--- src/rtl/mc_ctrl_pkg.sv ---
// rtl/mc_ctrl_pkg.sv - shared encodings for the multi-cycle MIPS control unit
//
// Holds the opcode/funct constants, the FSM state encoding, the latched
// instruction-class record and the output code points (ALU op, pc_src,
// reg_dst, alu_src_b, load/save options).
// Optional macro MC_CTRL_EXC_EN adds the EXC state and the exception
// vector pc_src code.
package mc_ctrl_pkg;

   localparam logic [5:0] OP_RTYPE = 6'h00;
   localparam logic [5:0] OP_J     = 6'h02;
   localparam logic [5:0] OP_JAL   = 6'h03;
   localparam logic [5:0] OP_BEQ   = 6'h04;
   localparam logic [5:0] OP_BNE   = 6'h05;
   localparam logic [5:0] OP_ADDIU = 6'h09;
   localparam logic [5:0] OP_ORI   = 6'h0d;
   localparam logic [5:0] OP_LUI   = 6'h0f;
   localparam logic [5:0] OP_LB    = 6'h20;
   localparam logic [5:0] OP_LH    = 6'h21;
   localparam logic [5:0] OP_LW    = 6'h23;
   localparam logic [5:0] OP_LBU   = 6'h24;
   localparam logic [5:0] OP_LHU   = 6'h25;
   localparam logic [5:0] OP_SB    = 6'h28;
   localparam logic [5:0] OP_SH    = 6'h29;
   localparam logic [5:0] OP_SW    = 6'h2b;

   localparam logic [5:0] FN_JR    = 6'h08;
   localparam logic [5:0] FN_ADD   = 6'h20;
   localparam logic [5:0] FN_ADDU  = 6'h21;
   localparam logic [5:0] FN_SUB   = 6'h22;
   localparam logic [5:0] FN_SUBU  = 6'h23;
   localparam logic [5:0] FN_AND   = 6'h24;
   localparam logic [5:0] FN_OR    = 6'h25;
   localparam logic [5:0] FN_SLT   = 6'h2a;

   typedef enum logic [2:0] {
      S_FETCH,
      S_DECODE,
      S_EXEC,
      S_MEM,
      S_WB
`ifdef MC_CTRL_EXC_EN
      , S_EXC
`endif
   } state_e;

   typedef enum logic [3:0] {
      C_NOP, C_RTYPE, C_ORI, C_LUI, C_ADDIU, C_LOAD, C_STORE,
      C_BEQ, C_BNE, C_J, C_JAL, C_JR
   } iclass_e;

   localparam logic [3:0] ALU_ADD = 4'd0;
   localparam logic [3:0] ALU_SUB = 4'd1;
   localparam logic [3:0] ALU_OR  = 4'd3;
   localparam logic [3:0] ALU_AND = 4'd4;
   localparam logic [3:0] ALU_LUI = 4'd6;
   localparam logic [3:0] ALU_SLT = 4'd7;

   localparam logic [2:0] PC_PLUS4  = 3'd0;
   localparam logic [2:0] PC_BRANCH = 3'd1;
   localparam logic [2:0] PC_J      = 3'd2;
   localparam logic [2:0] PC_JAL    = 3'd3;
   localparam logic [2:0] PC_JR     = 3'd4;
   localparam logic [2:0] PC_EXC    = 3'd5;

   localparam logic [1:0] RD_RT = 2'd0;
   localparam logic [1:0] RD_RD = 2'd1;
   localparam logic [1:0] RD_RA = 2'd2;

   localparam logic [1:0] SRC_B_RT  = 2'd0;
   localparam logic [1:0] SRC_B_IMM = 2'd1;
   localparam logic [1:0] SRC_B_4   = 2'd2;

   localparam logic [2:0] LD_W  = 3'd0;
   localparam logic [2:0] LD_B  = 3'd1;
   localparam logic [2:0] LD_BU = 3'd2;
   localparam logic [2:0] LD_H  = 3'd3;
   localparam logic [2:0] LD_HU = 3'd4;

   localparam logic [1:0] ST_W = 2'd0;
   localparam logic [1:0] ST_B = 2'd1;
   localparam logic [1:0] ST_H = 2'd2;

   // Everything EXEC/MEM/WB need about the instruction, latched in DECODE.
   typedef struct packed {
      iclass_e    iclass;
      logic [3:0] alu;
      logic       usigned;
      logic [2:0] load_opt;
      logic [1:0] save_opt;
   } dec_t;

   localparam dec_t DEC_NOP = '{iclass: C_NOP, alu: ALU_ADD, usigned: 1'b0,
                                load_opt: LD_W, save_opt: ST_W};

endpackage

--- src/rtl/mc_decode.sv ---
// rtl/mc_decode.sv - combinational IR opcode/funct to instruction-class classifier
//
// Ports:
//   opcode   in  6  IR[31:26]
//   funct    in  6  IR[5:0]
//   iclass   out 4  iclass_e code; C_NOP for anything unsupported
//   alu_op   out 4  ALU operation used in EXEC
//   usigned  out 1  addu/subu/addiu
//   load_opt out 3  load width/sign option
//   save_opt out 2  store width option
module mc_decode
   import mc_ctrl_pkg::*;
(
   input  logic [5:0] opcode,
   input  logic [5:0] funct,
   output logic [3:0] iclass,
   output logic [3:0] alu_op,
   output logic       usigned,
   output logic [2:0] load_opt,
   output logic [1:0] save_opt
);

   iclass_e cls;

   always_comb begin
      cls      = C_NOP;
      alu_op   = ALU_ADD;
      usigned  = 1'b0;
      load_opt = LD_W;
      save_opt = ST_W;
      case (opcode)
         OP_RTYPE: begin
            case (funct)
               FN_ADD:  cls = C_RTYPE;
               FN_ADDU: begin cls = C_RTYPE; usigned = 1'b1; end
               FN_SUB:  begin cls = C_RTYPE; alu_op = ALU_SUB; end
               FN_SUBU: begin cls = C_RTYPE; alu_op = ALU_SUB; usigned = 1'b1; end
               FN_AND:  begin cls = C_RTYPE; alu_op = ALU_AND; end
               FN_OR:   begin cls = C_RTYPE; alu_op = ALU_OR; end
               FN_SLT:  begin cls = C_RTYPE; alu_op = ALU_SLT; end
               FN_JR:   cls = C_JR;
               default: cls = C_NOP;
            endcase
         end
         OP_J:     cls = C_J;
         OP_JAL:   cls = C_JAL;
         OP_BEQ:   begin cls = C_BEQ; alu_op = ALU_SUB; end
         OP_BNE:   begin cls = C_BNE; alu_op = ALU_SUB; end
         OP_ADDIU: begin cls = C_ADDIU; usigned = 1'b1; end
         OP_ORI:   begin cls = C_ORI; alu_op = ALU_OR; end
         OP_LUI:   begin cls = C_LUI; alu_op = ALU_LUI; end
         OP_LW:    cls = C_LOAD;
         OP_LB:    begin cls = C_LOAD; load_opt = LD_B; end
         OP_LBU:   begin cls = C_LOAD; load_opt = LD_BU; end
         OP_LH:    begin cls = C_LOAD; load_opt = LD_H; end
         OP_LHU:   begin cls = C_LOAD; load_opt = LD_HU; end
         OP_SW:    cls = C_STORE;
         OP_SB:    begin cls = C_STORE; save_opt = ST_B; end
         OP_SH:    begin cls = C_STORE; save_opt = ST_H; end
         default:  cls = C_NOP;
      endcase
   end

   assign iclass = cls;

endmodule

--- src/rtl/mc_ctrl_fsm.sv ---
// rtl/mc_ctrl_fsm.sv - multi-cycle MIPS control FSM (FETCH/DECODE/EXEC/MEM/WB)
//
// Ports:
//   clk, rst            clock, synchronous active-high reset
//   inst[31:0]          memory data bus; opcode/funct captured on FETCH handshake
//   mem_ready           memory completes the current request
//   alu_zero            ALU result is zero (branch resolution)
//   mem_req, mem_we     memory request / write
//   ir_write, pc_write  IR and PC load enables
//   pc_src[2:0]         next-PC select
//   reg_write, reg_dst  register-file write enable / destination select
//   mem_to_reg, se      writeback from memory / sign-extend immediate
//   alu_src_b, alu_control, usigned   ALU operand and operation
//   load_option, save_option          memory access width, valid in MEM
//   mem_err             one-cycle pulse when a memory request times out
//   exc_req             exception request (only with MC_CTRL_EXC_EN)
// Optional macro: MC_CTRL_EXC_EN (unknown instruction / MEM timeout trap via EXC).
module mc_ctrl_fsm
   import mc_ctrl_pkg::*;
#(
   parameter int ALU_CTRL_W  = 4,
   parameter int WAIT_CNT_W  = 4,
   parameter int MEM_TIMEOUT = 15
) (
   input  logic                  clk,
   input  logic                  rst,
   input  logic [31:0]           inst,
   input  logic                  mem_ready,
   input  logic                  alu_zero,
   output logic                  mem_req,
   output logic                  mem_we,
   output logic                  ir_write,
   output logic                  pc_write,
   output logic [2:0]            pc_src,
   output logic                  reg_write,
   output logic [1:0]            reg_dst,
   output logic                  mem_to_reg,
   output logic                  se,
   output logic [1:0]            alu_src_b,
   output logic [ALU_CTRL_W-1:0] alu_control,
   output logic [2:0]            load_option,
   output logic [1:0]            save_option,
   output logic                  usigned,
   output logic                  mem_err
`ifdef MC_CTRL_EXC_EN
   ,
   output logic                  exc_req
`endif
);

   localparam logic [WAIT_CNT_W-1:0] TIMEOUT_CNT = WAIT_CNT_W'(MEM_TIMEOUT);

   state_e                state, state_d;
   logic [WAIT_CNT_W-1:0] cnt, cnt_d;
   logic [5:0]            ir_op, ir_funct;
   dec_t                  dec_q, dec_now;
   logic                  hit_timeout;

   logic [3:0] dec_iclass, dec_alu;
   logic       dec_uns;
   logic [2:0] dec_ld;
   logic [1:0] dec_st;

   // Only opcode and funct matter to control; the rest of the word goes to the datapath.
   logic unused_inst;
   assign unused_inst = ^inst[25:6];

   mc_decode u_decode (
      .opcode   (ir_op),
      .funct    (ir_funct),
      .iclass   (dec_iclass),
      .alu_op   (dec_alu),
      .usigned  (dec_uns),
      .load_opt (dec_ld),
      .save_opt (dec_st)
   );

   assign dec_now = '{iclass: iclass_e'(dec_iclass), alu: dec_alu, usigned: dec_uns,
                      load_opt: dec_ld, save_opt: dec_st};

   always_ff @(posedge clk) begin
      if (rst) begin
         state    <= S_FETCH;
         cnt      <= '0;
         dec_q    <= DEC_NOP;
         ir_op    <= '0;
         ir_funct <= '0;
      end else begin
         state <= state_d;
         cnt   <= cnt_d;
         if (ir_write) begin
            ir_op    <= inst[31:26];
            ir_funct <= inst[5:0];
         end
         if (state == S_DECODE) dec_q <= dec_now;
      end
   end

   always_comb begin
      state_d     = state;
      cnt_d       = '0;
      mem_req     = 1'b0;
      mem_we      = 1'b0;
      ir_write    = 1'b0;
      pc_write    = 1'b0;
      pc_src      = PC_PLUS4;
      reg_write   = 1'b0;
      reg_dst     = RD_RT;
      mem_to_reg  = 1'b0;
      se          = 1'b0;
      alu_src_b   = SRC_B_RT;
      alu_control = ALU_CTRL_W'(ALU_ADD);
      load_option = LD_W;
      save_option = ST_W;
      usigned     = 1'b0;
      mem_err     = 1'b0;
`ifdef MC_CTRL_EXC_EN
      exc_req     = 1'b0;
`endif
      // Ready in the same cycle as the timeout count wins over the abort.
      hit_timeout = (cnt == TIMEOUT_CNT) && !mem_ready;

      case (state)
         S_FETCH: begin
            if (mem_ready) begin
               mem_req  = 1'b1;
               ir_write = 1'b1;
               pc_write = 1'b1;
               pc_src   = PC_PLUS4;
               state_d  = S_DECODE;
            end else if (hit_timeout) begin
               mem_err = 1'b1;
               state_d = S_FETCH;
            end else begin
               mem_req = 1'b1;
               cnt_d   = cnt + WAIT_CNT_W'(1);
            end
         end

         S_DECODE: begin
            case (dec_now.iclass)
               C_J: begin
                  pc_write = 1'b1;
                  pc_src   = PC_J;
                  state_d  = S_FETCH;
               end
               C_JAL: begin
                  pc_write  = 1'b1;
                  pc_src    = PC_JAL;
                  reg_write = 1'b1;
                  reg_dst   = RD_RA;
                  state_d   = S_FETCH;
               end
               C_JR: begin
                  pc_write = 1'b1;
                  pc_src   = PC_JR;
                  state_d  = S_FETCH;
               end
               C_NOP: begin
`ifdef MC_CTRL_EXC_EN
                  state_d = S_EXC;
`else
                  state_d = S_FETCH;
`endif
               end
               default: state_d = S_EXEC;
            endcase
         end

         S_EXEC: begin
            alu_control = ALU_CTRL_W'(dec_q.alu);
            usigned     = dec_q.usigned;
            case (dec_q.iclass)
               C_RTYPE: begin
                  alu_src_b = SRC_B_RT;
                  state_d   = S_WB;
               end
               C_ORI, C_LUI, C_ADDIU: begin
                  alu_src_b = SRC_B_IMM;
                  se        = (dec_q.iclass == C_ADDIU);
                  state_d   = S_WB;
               end
               C_LOAD, C_STORE: begin
                  alu_control = ALU_CTRL_W'(ALU_ADD);
                  alu_src_b   = SRC_B_IMM;
                  se          = 1'b1;
                  state_d     = S_MEM;
               end
               C_BEQ, C_BNE: begin
                  alu_control = ALU_CTRL_W'(ALU_SUB);
                  pc_src      = PC_BRANCH;
                  pc_write    = (dec_q.iclass == C_BEQ) ? alu_zero : !alu_zero;
                  state_d     = S_FETCH;
               end
               default: state_d = S_FETCH;
            endcase
         end

         S_MEM: begin
            load_option = dec_q.load_opt;
            save_option = dec_q.save_opt;
            if (mem_ready) begin
               mem_req = 1'b1;
               mem_we  = (dec_q.iclass == C_STORE);
               state_d = (dec_q.iclass == C_LOAD) ? S_WB : S_FETCH;
            end else if (hit_timeout) begin
               // The PC already moved past this instruction, so it is simply dropped.
               mem_err = 1'b1;
`ifdef MC_CTRL_EXC_EN
               state_d = S_EXC;
`else
               state_d = S_FETCH;
`endif
            end else begin
               mem_req = 1'b1;
               mem_we  = (dec_q.iclass == C_STORE);
               cnt_d   = cnt + WAIT_CNT_W'(1);
            end
         end

         S_WB: begin
            reg_write  = 1'b1;
            reg_dst    = (dec_q.iclass == C_RTYPE) ? RD_RD : RD_RT;
            mem_to_reg = (dec_q.iclass == C_LOAD);
            state_d    = S_FETCH;
         end

`ifdef MC_CTRL_EXC_EN
         S_EXC: begin
            exc_req  = 1'b1;
            pc_write = 1'b1;
            pc_src   = PC_EXC;
            state_d  = S_FETCH;
         end
`endif

         default: state_d = S_FETCH;
      endcase

      if (rst) begin
         mem_req     = 1'b0;
         mem_we      = 1'b0;
         ir_write    = 1'b0;
         pc_write    = 1'b0;
         pc_src      = PC_PLUS4;
         reg_write   = 1'b0;
         reg_dst     = RD_RT;
         mem_to_reg  = 1'b0;
         se          = 1'b0;
         alu_src_b   = SRC_B_RT;
         alu_control = '0;
         load_option = LD_W;
         save_option = ST_W;
         usigned     = 1'b0;
         mem_err     = 1'b0;
`ifdef MC_CTRL_EXC_EN
         exc_req     = 1'b0;
`endif
      end
   end

endmodule

--- config.mk ---
export PLATFORM = sky130hd
export DESIGN_NAME = mc_ctrl_fsm
export DESIGN_NICKNAME = d
export VERILOG_FILES = /design/src/rtl/mc_ctrl_pkg.sv /design/src/rtl/mc_decode.sv /design/src/rtl/mc_ctrl_fsm.sv
export SDC_FILE = /design/constraint.sdc
export NUM_CORES = 1
export LEC_CHECK = 0
export CAP_MARGIN = 20
export CORE_UTILIZATION = 45
export DETAILED_ROUTE_END_ITERATION = 8
export PLACE_DENSITY_LB_ADDON = 0.3
export SLEW_MARGIN = 20
export SYNTH_ARGS = -nofsm -noshare
export SYNTH_HDL_FRONTEND = slang
export SYNTH_SLANG_ARGS = --single-unit
export TNS_END_PERCENT = 10
--- constraint.sdc ---
create_clock -name clk -period 4.8 [get_ports clk]
set_input_delay 0.96 -clock clk [delete_from_list [all_inputs] [get_ports clk]]
set_output_delay 0.96 -clock clk [all_outputs]
set_load 0.03 [all_outputs]
==> results of run 1 <==
[power groups by stage]
stage	logic (mW)	clock network [mW]	registers, mW
6_report	0.137	0.283	0.311
5_1_grt	0.153	0.297	0.315
4_1_cts	0.137	0.286	0.310
3_5_place_dp	0.136	0	0.316
3_3_place_gp	0.134	0	0.315
2_1_floorplan	0.121	0	0.294
[metrics by stage]
stage / setup slack [ps] / cells / total power, mW / hold slack (ps) / instance area [um2]
6_report: 699.0 / 355 / 0.7307 / 447.1 / 2525
5_1_grt: 451.0 / 355 / 0.7651 / 477.9 / 2525
4_1_cts: 760.1 / 355 / 0.7330 / 454.2 / 2525
3_5_place_dp: 816.7 / 347 / 0.4526 / 439.5 / 2399
3_3_place_gp: 777.8 / 347 / 0.4498 / 431.6 / 2399
2_1_floorplan: 1507 / 279 / 0.4154 / 417.5 / 2029
[path summary, 6_finish.rpt]
check,start,cells after the start,end
setup / recovery,ir_op[2]$_SDFFE_PP0P_,6,pc_src[1]
hold / removal,cnt[0]$_SDFF_PP0_,1,cnt[0]$_SDFF_PP0_
setup reg to reg,ir_op[2]$_SDFFE_PP0P_,5,state[1]$_SDFF_PP0_
hold reg to reg,cnt[0]$_SDFF_PP0_,1,cnt[0]$_SDFF_PP0_
[cell families after synthesis]
family / after synthesis / synth area share
AOI/OAI and AO/OA: 64 / 0.2051
xor gates and xnor gates: 7 / 0.03027
adders and majority gates: 1 / 0.006176
DFF: 32 / 0.3162
buffers and inverters: 31 / 0.06300
other: 1 / 0.001851
and+or+nand+nor: 140 / 0.3675
muxes: 2 / 0.009883
[cell type report]
class / count / area [um2] / share of cell area
Timing Repair Buffer: 41 / 402.9 / 0.1596
Clock buffer: 7 / 96.34 / 0.03816
Tap cell: 52 / 65.06 / 0.02577
Inverter: 6 / 22.52 / 0.008920
Sequential cell: 32 / 640.6 / 0.2537
Multi-Input combinational cell: 216 / 1267 / 0.5020
Clock inverter: 1 / 30.03 / 0.01189
[flip-flops by register name, summed over array words and instances, names as in the netlist]
signal    cells
dec_q        13
ir_funct      6
ir_op         6
cnt           4
state         3
[cells in the final DEF (no fill, tap or decap), types with 2 or more instances in the layout]
cell type,instances
or3_1,6
a211oi_1,4
or4_1,2
conb_1,2
nand3b_1,3
nand4_1,4
dfxtp_1,32
nand2b_1,4
buf_4,3
nor2b_1,5
o21ai_0,8
xnor2_1,4
o22ai_1,2
clkbuf_8,7
inv_1,6
a31oi_1,3
a211oi_2,2
o21a_1,3
nand2_1,42
clkdlybuf4s50_1,38
nor3b_1,5
nor2_1,30
xor2_1,3
a311oi_1,3
nor3_1,8
nand4b_1,2
nor4_1,3
and2_1,9
a21oi_1,26
mux2i_1,2
o211ai_1,3
nand3_1,6
[per-layer routing]
metal	share of wire	up-vias	GRT usage
met4	0.017	0	0.06349
met3	0.030	9	0.04532
met1	0.51	877	0.2710
met2	0.44	36	0.2902
li1	-	1026	-
met5	0	-	0
==> results.py, run 1 <==
metrics = {
    "outcome": {
        "status": "finished clean",
    },
    "sta": {
        "worstMarginPinSlew_ps": 659.4,
        "period_share": 0.8544,
        "relSlewSlack": 0.5598,
        "hold_violations": 0,
        "setup_violations": 0,
        "setup_tns_ps": 0,
        "fin_worst_skew_ps": 6.066,
        "max_freq_ghz": 0.2438,
        "slew_viol_final": 0,
        "fin_crit_ps": 4101,
        "rsz0062_at_grt": "false",
    },
    "grt": {
        "gr-total-overflow": 0,
        "grt_pass1_wl_um": 7631,
        "antenna_found_initial": 0,
        "grt_pass1_vias": 1638,
        "track_usage": 0.1930,
        "grt_start_max_net_pins": 34,
    },
    "worst_setup_path": {
        "worstPathCellList": "nor4_1 -> and4bb_1 -> a211oi_2 -> o21ai_0 -> a211oi_2 -> clkdlybuf4s50_1",
        "path_buf_inv": 1,
        "critPathCaptureType": "primary output",
        "reg2reg_slack_ps": 2660,
        "cp_top_family": "compound AO/OA/AOI/OAI gates",
        "crit_type": "reg -> out",
        "path_max_fanout": 20,
        "crit_slowest_cell": "dfxtp_1",
        "slowest_delay_ps": 750,
        "critPathArrivalTime_ps": 3140,
        "required_ps": 3840,
        "crit_top_cell": "a211oi_2",
        "cp-start-kind": "register",
    },
    "clock_tree": {
        "cts_resized": 0,
        "cts_hold_buf": 0,
        "cts.htree.levels": 2,
        "cts_num_sinks": 32,
        "clk_latency_ps": 280,
        "ctsLongestPathBuffers": 2,
        "cts_setup_buffers": 0,
        "cts_tree": "done",
        "clkTransAtPathRegs_ps": 70,
        "numCtsBuffers": 5,
        "cts_root_buf": "clkbuf_8",
    },
    "synthesis": {
        "yosysWarningCount": 0,
        "postSynthAreaPerCell_um2": 7.287,
        "synth_edf_count": 0,
        "synth-async-reset-ratio": 0,
        "synth_common_cells": "nand2_1 (42), dfxtp_1 (32), nor2_1 (30)",
        "synth_ff_type": "dfxtp_1",
        "ys_seq_area_frac": 0.3162,
        "syn_area_um2": 2026,
        "yosysMostFrequentCell": "nand2_1",
        "synth_top_area_share": 0.3162,
        "synth_cells": 278,
        "synth-seq-cells": 32,
        "synth_cell_types": 54,
        "synth_top_area_cell": "dfxtp_1",
        "synth_area_leaders": "dfxtp_1 (32%), nand2_1 (7.8%), a21oi_1 (6.4%)",
    },
    "min_path": {
        "holdCritPathClass": "reg -> reg",
    },
    "floorplanning": {
        "io_pins": 61,
        "die_w_um": 69.10,
        "row_count": 24,
        "die_y_um": 69.10,
        "die_area_um2": 4774,
        "core_um2": 4354,
        "start_util": 0.4652,
    },
    "power_and_ir_drop": {
        "pwr_density_cell_nw_per_um2": 289.4,
        "vdd_drop_max_uv": 207.9,
        "p_switching_mw": 0.2046,
        "p_leak_nw": 0.8609,
        "clkPwrFrac": 0.387,
        "switching_share": 0.2800,
        "combPwrFrac": 0.188,
        "internal-power_mw": 0.5261,
        "seqPwrFrac": 0.426,
    },
    "finish": {
        "syn_to_final_growth_pct": 24.64,
        "drive_gt1_frac": 0.05611,
        "fillerInstances": 442,
        "diodes": 0,
        "final_util": 0.5799,
        "nNetsFinal": 339,
    },
    "place": {
        "port_buffers": 38,
        "gp_congestion": 0.9335,
        "place_hpwl_um": 3261,
    },
    "detailed_routing": {
        "drc_errors": 0,
        "via_count": 1948,
        "antenna_left": 0,
        "drt-total-wl_um": 4544,
        "viasPerCell": 5.487,
        "dr.pass1.iters": 4,
        "wire_per_inst_um": 12.80,
        "drt_iter0_drc": 131,
    },
    "flow_run": {
        "cap_violations": 0,
    },
}
No activity file was read; power rests on OpenSTA's default activity.
==> run 2, diff against run 1 <==
--- a/config.mk
+++ b/config.mk
@@ -6,7 +6,7 @@
 export NUM_CORES = 1
 export LEC_CHECK = 0
 export CAP_MARGIN = 20
-export CORE_UTILIZATION = 45
+export CORE_UTILIZATION = 40
 export DETAILED_ROUTE_END_ITERATION = 8
 export PLACE_DENSITY_LB_ADDON = 0.3
 export SLEW_MARGIN = 20
==> results.py, run 2 (synthesis gave the netlist of run 1 again) <==
metrics = {
    "clock_tree": {
        "cts_root_buf": "clkbuf_8",
        "clkTransAtPathRegs_ps": 70,
        "cts_resized": 0,
        "numCtsBuffers": 5,
        "cts_setup_buffers": 0,
        "cts_num_sinks": 32,
        "ctsLongestPathBuffers": 2,
        "cts_hold_buf": 0,
        "cts_tree": "done",
        "cts.htree.levels": 2,
        "clk_latency_ps": 290,
    },
    "grt": {
        "grt_util_met3": 0.04558,
        "track_usage": 0.1940,
        "grt_use_met2": 0.2901,
        "grtUsageMet1": 0.2697,
        "grt_start_max_net_pins": 34,
        "grt_pass1_vias": 1718,
        "gr-total-overflow": 0,
        "antenna_found_initial": 0,
        "grt_pass1_wl_um": 8079,
        "grt_busiest_layer": "met2",
    },
    "detailed_routing": {
        "antenna_left": 0,
        "drc_errors": 0,
        "drt-total-wl_um": 4617,
        "wire_per_inst_um": 12.44,
        "dr.pass1.iters": 4,
        "viasPerCell": 5.302,
        "drt_iter0_drc": 103,
        "via_count": 1967,
    },
    "place": {
        "gp_congestion": 0.8462,
        "place_hpwl_um": 3278,
        "port_buffers": 38,
        "place_area_um2": 2425,
        "place_ws_ps": 897.0,
    },
    "power_and_ir_drop": {
        "vdd_drop_max_uv": 114.1,
        "internal-power_mw": 0.4584,
        "clkPwrFrac": 0.321,
        "p_leak_nw": 0.8520,
        "switching_share": 0.3076,
        "p_switching_mw": 0.2036,
        "combPwrFrac": 0.209,
        "seqPwrFrac": 0.470,
        "pwr_density_cell_nw_per_um2": 262.9,
    },
    "worst_setup_path": {
        "cp-start-kind": "register",
        "reg2reg_slack_ps": 2680,
        "crit_type": "reg -> out",
        "reg2reg_depth": 5,
        "r2r-start": "ir_op[2]$_SDFFE_PP0P_",
        "critPathArrivalTime_ps": 3070,
        "critPathCaptureType": "primary output",
        "crit_path_start": "ir_op[2]$_SDFFE_PP0P_",
        "rr_endpoint": "state[1]$_SDFF_PP0_",
        "path_max_fanout": 20,
        "required_ps": 3840,
        "setup.worst_path.end": "pc_src[1]",
    },
    "sta": {
        "setup_tns_ps": 0,
        "final.setup.worst_slack_ps": 769.8,
        "whs_ps": 448.6,
        "fin_crit_ps": 4030,
        "hold_violations": 0,
        "setup_violations": 0,
        "max_freq_ghz": 0.2481,
        "fin_worst_skew_ps": 6.145,
        "worstMarginPinSlew_ps": 660.0,
        "period_share": 0.8396,
        "relSlewSlack": 0.5594,
        "slew_viol_final": 0,
        "rsz0062_at_grt": "false",
    },
    "finish": {
        "design_area_um2": 2517,
        "nNetsFinal": 340,
        "seqCellArea_um2": 640.6,
        "regMostFlops": "dec_q",
        "top_regs": "dec_q: 13 flops, ir_funct: 6 flops, ir_op: 6 flops",
        "drive_gt1_frac": 0.05921,
        "multi_input_area_um2": 1267,
        "largest_reg_flops": 13,
        "syn_to_final_growth_pct": 24.27,
        "final_common_cell": "nand2_1",
        "fillerInstances": 489,
        "diodes": 0,
        "final_cell_mix": "nand2_1 (42), clkdlybuf4s50_1 (38), dfxtp_1 (32)",
    },
    "floorplanning": {
        "row_count": 25,
        "die_y_um": 73.17,
        "die_area_um2": 5353,
        "start_util": 0.4233,
        "io_pins": 61,
        "die_w_um": 73.17,
        "core_um2": 4786,
    },
    "outcome": {
        "status": "finished clean",
    },
    "min_path": {
        "holdCritPathClass": "reg -> reg",
    },
    "flow_run": {
        "cap_violations": 0,
    },
}
run 2: critical path: stages, from the launching register on:
cell and delay (ps):
dfxtp_1 740, nor4_1 170, and4bb_1 260, a211oi_2 480, o21ai_0 210, a211oi_2 230
clkdlybuf4s50_1 700
run 2: cell type report:
| class | instances | share of cell area |
|---|---|---|
| Multi-Input combinational cell | 216 | 0.5035 |
| Sequential cell | 32 | 0.2545 |
| Timing Repair Buffer | 42 | 0.1630 |
| Tap cell | 67 | 0.03330 |
| Clock buffer | 6 | 0.03280 |
| Inverter | 6 | 0.008946 |
| Clock inverter | 2 | 0.003976 |
run 2: through the flow:
| stage | power, mW | utilization | instances |
|---|---|---|---|
| after floorplan | 0.4154 | - | 279 |
| after global placement | 0.4517 | 0.5067 | 363 |
| after detailed placement | 0.4540 | 0.5067 | 363 |
| after CTS | 0.6678 | 0.5260 | 371 |
| after global routing | 0.7017 | 0.5260 | 371 |
| final | 0.6619 | 0.5260 | 371 |
run 2: worst min-delay path by stage:
stage,start,endpoint,slack (ps),cells after the start
floorplan,cnt[0]$_SDFF_PP0_,cnt[0]$_SDFF_PP0_,420,1
global placement,cnt[0]$_SDFF_PP0_,cnt[0]$_SDFF_PP0_,430,1
detailed placement,dec_q[0]$_SDFFE_PP0N_,dec_q[0]$_SDFFE_PP0N_,440,2
CTS,dec_q[0]$_SDFFE_PP0N_,dec_q[0]$_SDFFE_PP0N_,450,2
global route,dec_q[2]$_SDFFE_PP0N_,dec_q[2]$_SDFFE_PP0N_,480,2
finish,dec_q[0]$_SDFFE_PP0N_,dec_q[0]$_SDFFE_PP0N_,450,2
run 2: power by group through the flow:
stage / logic (mW) / clock network [mW] / registers [mW]
final: 0.138 / 0.213 / 0.311
after global routing: 0.155 / 0.231 / 0.316
after CTS: 0.138 / 0.219 / 0.310
after detailed placement: 0.138 / 0 / 0.316
after global placement: 0.136 / 0 / 0.315
after floorplan: 0.121 / 0 / 0.294
run 2: per-layer routing:
| metal | part of all wire | vias up |
|---|---|---|
| li1 | - | 1029 |
| met1 | 0.50 | 877 |
| met2 | 0.43 | 56 |
| met3 | 0.049 | 5 |
| met4 | 0.015 | 0 |
| met5 | 0 | - |
